==> src/rtl/stream_arb_pkg.sv <==
// Shared types and helpers for the frame-granular stream round-robin arbiter.
package stream_arb_pkg;

  // Width of one forwarded stream element.
  localparam int BYTE_W = 8;

  // Arbiter control states: arbitrate, forward one frame, hold the bus idle.
  typedef enum logic [1:0] {
    IDLE = 2'd0,
    XFER = 2'd1,
    GAP  = 2'd2
  } state_t;

  // Modulo-n increment used to advance the round-robin pointer past a winner.
  function automatic int unsigned next_idx(input int unsigned idx, input int unsigned n);
    return (idx + 1 >= n) ? 0 : idx + 1;
  endfunction

endpackage

==> src/rtl/rr_picker.sv <==
// Combinational round-robin search: first set request bit at or after base,
// wrapping modulo N. found is low when no request is set (idx is then 0).
module rr_picker #(
  parameter int N = 4,
  parameter int W = $clog2(N)
) (
  input  logic [N-1:0] req,
  input  logic [W-1:0] base,
  output logic         found,
  output logic [W-1:0] idx
);

  logic         hit;
  int unsigned  cand;
  logic [W-1:0] pos;

  // Walk the requests in priority order starting at base; the first hit wins.
  always_comb begin
    // NOTE: every variable gets a default before the loop so no path leaves it
    // unassigned, which would otherwise infer a latch.
    hit  = 1'b0;
    idx  = '0;
    cand = 0;
    pos  = '0;
    for (int off = 0; off < N; off++) begin
      cand = (32'(base) + off) % N;
      pos  = W'(cand);
      if (!hit && req[pos]) begin
        idx = pos;
        hit = 1'b1;
      end
    end
  end

  assign found = |req;

endmodule

==> src/rtl/stream_rr_arbiter.sv <==
// Frame-granular round-robin arbiter sharing one byte-stream ingress (rxd/rx_dv)
// between NUM_SRC requesters. One source owns the bus for a whole frame; a frame
// ends on src_last or after MAX_LEN bytes, after which IFG idle cycles are forced.
//
// Optional feature: define ARB_STATS_EN to add frame_cnt, a per-source
// saturating 16-bit count of completed frames (src_last or truncation).
module stream_rr_arbiter
  import stream_arb_pkg::*;
#(
  parameter int NUM_SRC = 4,
  parameter int IFG     = 2,
  parameter int MAX_LEN = 64
) (
  input  logic                         clk,
  input  logic                         rst,
  input  logic [NUM_SRC-1:0]           src_valid,
  input  logic [NUM_SRC*BYTE_W-1:0]    src_data,
  input  logic [NUM_SRC-1:0]           src_last,
  output logic [NUM_SRC-1:0]           src_ready,
  output logic [BYTE_W-1:0]            rxd,
  output logic                         rx_dv,
  output logic [$clog2(NUM_SRC)-1:0]   grant_id,
  output logic                         busy,
  output logic                         trunc_err
`ifdef ARB_STATS_EN
  ,
  output logic [NUM_SRC*16-1:0]        frame_cnt
`endif
);

  localparam int IDX_W = $clog2(NUM_SRC);
  localparam int LEN_W = $clog2(MAX_LEN + 1);

  // len_cnt value at which the next accepted byte is the MAX_LEN-th of the frame.
  localparam logic [LEN_W-1:0] LEN_LAST = LEN_W'(MAX_LEN - 1);
  // gap_cnt value on the final GAP cycle; unused when IFG is zero.
  localparam logic [3:0]       GAP_LAST = 4'((IFG == 0) ? 0 : IFG - 1);
  // Where a finished frame goes: skip GAP entirely when no gap is configured.
  localparam state_t           END_STATE = (IFG > 0) ? GAP : IDLE;

  state_t             state;
  logic [IDX_W-1:0]   rr_ptr;
  logic [LEN_W-1:0]   len_cnt;
  logic [3:0]         gap_cnt;

  logic               pick_found;
  logic [IDX_W-1:0]   pick_idx;
  logic               beat;
  logic               at_max;
  logic               frame_end;

  rr_picker #(
    .N (NUM_SRC),
    .W (IDX_W)
  ) u_picker (
    .req   (src_valid),
    .base  (rr_ptr),
    .found (pick_found),
    .idx   (pick_idx)
  );

  // Ready decodes the registered grant, so only the owner of the frame is ready
  // and reset drops it in the same cycle.
  always_comb begin
    src_ready = '0;
    if (state == XFER) begin
      src_ready[grant_id] = 1'b1;
    end
  end

  assign beat      = (state == XFER) && src_valid[grant_id];
  assign at_max    = (len_cnt == LEN_LAST);
  assign frame_end = beat && (src_last[grant_id] || at_max);

  // Arbitration/transfer/gap sequencer with all stream outputs registered.
  always_ff @(posedge clk or posedge rst) begin
    if (rst) begin
      state     <= IDLE;
      rr_ptr    <= '0;
      len_cnt   <= '0;
      gap_cnt   <= '0;
      grant_id  <= '0;
      rxd       <= '0;
      rx_dv     <= 1'b0;
      busy      <= 1'b0;
      trunc_err <= 1'b0;
    end else begin
      // NOTE: non-blocking assignments throughout, so every branch below sees the
      // pre-edge value of state, len_cnt and grant_id regardless of ordering.
      rx_dv     <= 1'b0;
      trunc_err <= 1'b0;
      case (state)
        IDLE: begin
          if (pick_found) begin
            grant_id <= pick_idx;
            state    <= XFER;
            busy     <= 1'b1;
          end
        end
        XFER: begin
          if (beat) begin
            rxd   <= src_data[grant_id*BYTE_W +: BYTE_W];
            rx_dv <= 1'b1;
            if (frame_end) begin
              rr_ptr    <= IDX_W'(next_idx(32'(grant_id), NUM_SRC));
              len_cnt   <= '0;
              gap_cnt   <= '0;
              // A cut without src_last leaves the source mid-frame; flag it.
              trunc_err <= !src_last[grant_id];
              state     <= END_STATE;
              busy      <= (IFG > 0);
            end else begin
              len_cnt <= len_cnt + LEN_W'(1);
            end
          end
        end
        GAP: begin
          if (gap_cnt == GAP_LAST) begin
            gap_cnt <= '0;
            state   <= IDLE;
            busy    <= 1'b0;
          end else begin
            gap_cnt <= gap_cnt + 4'd1;
          end
        end
        default: begin
          state <= IDLE;
          busy  <= 1'b0;
        end
      endcase
    end
  end

`ifdef ARB_STATS_EN
  // Per-source completed-frame counters; saturate rather than wrap so a
  // long-running source never appears to have sent few frames.
  always_ff @(posedge clk or posedge rst) begin
    if (rst) begin
      frame_cnt <= '0;
    end else if (frame_end && (frame_cnt[grant_id*16 +: 16] != 16'hFFFF)) begin
      frame_cnt[grant_id*16 +: 16] <= frame_cnt[grant_id*16 +: 16] + 16'd1;
    end
  end
`endif

endmodule

==> config.mk <==
export PLATFORM = sky130hd
export DESIGN_NAME = stream_rr_arbiter
export DESIGN_NICKNAME = d
export VERILOG_FILES = /design/src/rtl/stream_arb_pkg.sv /design/src/rtl/rr_picker.sv /design/src/rtl/stream_rr_arbiter.sv
export SDC_FILE = /design/constraint.sdc
export NUM_CORES = 1
export LEC_CHECK = 0
export CAP_MARGIN = 10
export CELL_PAD_IN_SITES_DETAIL_PLACEMENT = 0
export CELL_PAD_IN_SITES_GLOBAL_PLACEMENT = 1
export CORE_MARGIN = 3
export CORE_UTILIZATION = 35
export CTS_CLUSTER_DIAMETER = 50
export DETAILED_ROUTE_END_ITERATION = 8
export DONT_BUFFER_PORTS = 1
export GPL_TIMING_DRIVEN = 0
export PLACE_DENSITY_LB_ADDON = 0.1
export SETUP_SLACK_MARGIN = 0.2
export SYNTH_ARGS = -nofsm -noshare
export SYNTH_HDL_FRONTEND = slang
export SYNTH_HIERARCHICAL = 1
export SYNTH_SLANG_ARGS = --single-unit
export TNS_END_PERCENT = 50
==> constraint.sdc <==
create_clock -name clk -period 1.65 [get_ports clk]
set_input_delay 0.33 -clock clk [delete_from_list [all_inputs] [get_ports clk]]
set_output_delay 0.33 -clock clk [all_outputs]
set_load 0.01 [all_outputs]
==> impl_metrics.yaml <==
detailed_routing:
  routedWlPerCell_um: 17.71
  first_pass_iters: 4
  wl_mm: 4.144
  drcViolationCount: 0
  drtIter0Drc: 47
  ant_nets: 0
  vias_per_cell: 5.517
  routed-via-count: 1291
die:
  rows: 24
  dieWidth_um: 74.57
  die_h_um: 74.57
  core-area_um2: 4444
  start_util_pct: 37.02
  dieArea_um2: 5560
  io_pins: 59
placed_design:
  port_buffers: 0
  dp_hpwl_mm: 2.915
  pre_cts_slack_ns: -0.3518
  gp_congestion: 0.6963
global_routing:
  gr-total-overflow: 0
  grt_start_max_net_pins: 29
  grt_pass1_vias: 1379
  grt_pass1_wl_mm: 6.486
  grt_use_total_pct: 15.29
  antenna_found_initial: 0
clocking:
  cts_tree: "yes"
  cts_buffer_depth: 2
  cts_buffers: 3
  postCtsHoldBufs: 0
  root_buffer: "clkbuf_8"
  clkLatencyLatePin_ns: 0.27
  path_clk_slew_ns: 0.10
  cts_sinks: 28
  h-tree-depth: 1
hold_path:
  hp-class: "input pin to async pin"
critical_path:
  arrival_ns: 2.04
  crit_chain: "mux4_2 -> a31oi_4 -> nor2_4 -> mux2_2"
  path_max_fanout: 7
  criticalPathCategory: "flip-flop to flip-flop"
  crit_buf_inv: 0
  crit_path_start_kind: "flip-flop"
  cp.required_ns: 1.82
  cp_slowest_cell: "mux4_2"
  slowest_delay_ns: 0.60
  critPathTopFamily: "multiplexers"
  crit_path_end_kind: "flip-flop"
timing:
  setup_violations: 19
  post-route-min-period_ns: 1.870
  slew_viol_final: 0
  finClkSkew_ns: 0.002647
  rsz0062_at_grt: "yes"
  relSlewSlack_pct: 56.68
  worstMarginPinSlew_ns: 0.6492
  max_clock_freq_ghz: 0.5347
  whs_ns: 0.01955
  min_period_over_period_pct: 113.3
  setup_ws_ns: -0.2200
  finalHoldViolCount: 0
yosys:
  syn_nets: 217
  synth.ff_latch_count: 28
  synthTopCellsByArea: "dfrtp_1 43%, mux4_2 12%, nand2_1 8.2%"
  yosysMostFrequentCell: "nand2_1"
  synthCells: 168
  synth_top_area_share_pct: 42.59
  synthTopCellsByCount: "36 x nand2_1, 28 x dfrtp_1, 13 x inv_1, 10 x o21ai_0"
  syn_area_um2: 1645
  async_reset_ff_share_pct: 100.0
  synth_edf_count: 0
  synth_warnings: 6
  synth_flop_cell: "dfrtp_1"
  seq_area_frac_synth_pct: 42.59
  synth_cell_type_count: 35
  avgSynthCellArea_um2: 9.794
  synth_largest_area_cell: "dfrtp_1"
power:
  peakVddDrop_mv: 0.7192
  power_density_nw_per_um2: 1716
  leakage_nw: 0.8574
layout:
  filler_cell_count: 429
  antennaDiodeCount: 0
  area_growth_pct: 19.47
  final_layout_size_suffix_gt1_share_pct: 27.47
  final_util_pct: 44.23
  nets: 232
run:
  max_cap_viol_count: 0
outcome:
  status: "finished, violations left"
  violations: "negative setup slack"
[flip-flops by register name, summed over array words and instances (netlist names)]
signal,flops
busy,1
gap_cnt,4
grant_id,2
len_cnt,7
rr_ptr,2
rx_dv,1
rxd,8
state,2
trunc_err,1
[cell families after synthesis]
family / synth area share (%)
AND/OR/NAND/NOR: 19.92
AO/OA/AOI/OAI: 12.78
flip-flops: 42.59
buffers and inverters: 4.639
multiplexers: 14.22
adder cells (fa/ha/maj): 5.323
XOR/XNOR: 0.5324
[layout by cell type, fill, tap and decap left out, drive strengths merged, types with 2 or more instances in the layout]
cell type	instances
dfrtp	28
nand2	36
mux2i	2
nor2b	3
a21oi	9
nand3b	2
nand2b	5
o221ai	2
buf	14
o21ai	10
nor2	7
mux4	9
nor3	2
a31oi	2
nand3	5
clkbuf	5
ha	7
and2	4
inv	14
o22ai	3
o31ai	2
[path summary, 6_finish.rpt]
kind                               endpoint          from  slack, ns  cells after the start
worst max-delay path              rr_ptr[1]   grant_id[0]      -0.22                      4
worst min-delay path                  rx_dv           rst       0.02                      1
worst max register to register    rr_ptr[1]   grant_id[0]      -0.22                      4
worst min register to register   len_cnt[0]    len_cnt[0]       0.52                      1
max in group asynchronous          state[1]           rst       1.09                      2
min in group clk                grant_id[1]  src_valid[3]       0.30                      4
[through the flow]
step	TNS, ns	cells	total power, mW	cell area (um2)
floorplan	-0.1225	168	2.265	1664
global placement	-2.336	220	2.559	1729
detailed placement	-2.854	220	2.604	1729
CTS	-3.166	232	3.191	1861
global route	-4.463	234	3.651	1966
finish	-2.668	234	3.373	1966
[metal layers]
layer / GRT usage [%] / part of all wire (%) / vias up
li1: - / - / 614
met3: 5.135 / 6.5 / 2
met5: 0 / 0 / -
met1: 20.19 / 43 / 627
met4: 2.372 / 0.27 / 0
met2: 24.98 / 50 / 48
[what timing repair did]
action	4_1_cts	5_1_grt
pin swaps	2	5
setup endpoints to repair	30	30
gates resized for setup	6	27
setup buffers	8	1
[area by class of cell]
class | instances | area (um2) | share of cell area (%)
multi-input combinational | 121 | 935.9 | 47.61
sequential | 28 | 704.4 | 35.84
timing repair buffer | 10 | 90.09 | 4.583
tap | 52 | 65.06 | 3.310
buffer | 5 | 62.56 | 3.183
clock buffer | 4 | 55.05 | 2.801
inverter | 14 | 52.55 | 2.673
[where the power goes]
part | total, mW | internal [mW] | switching [mW]
clock network | 0.435 | 0.214 | 0.221
logic | 1.66 | 0.823 | 0.838
registers | 1.28 | 0.939 | 0.337
total | 3.37 | 1.98 | 1.40
(Power assumes the default switching activity.)
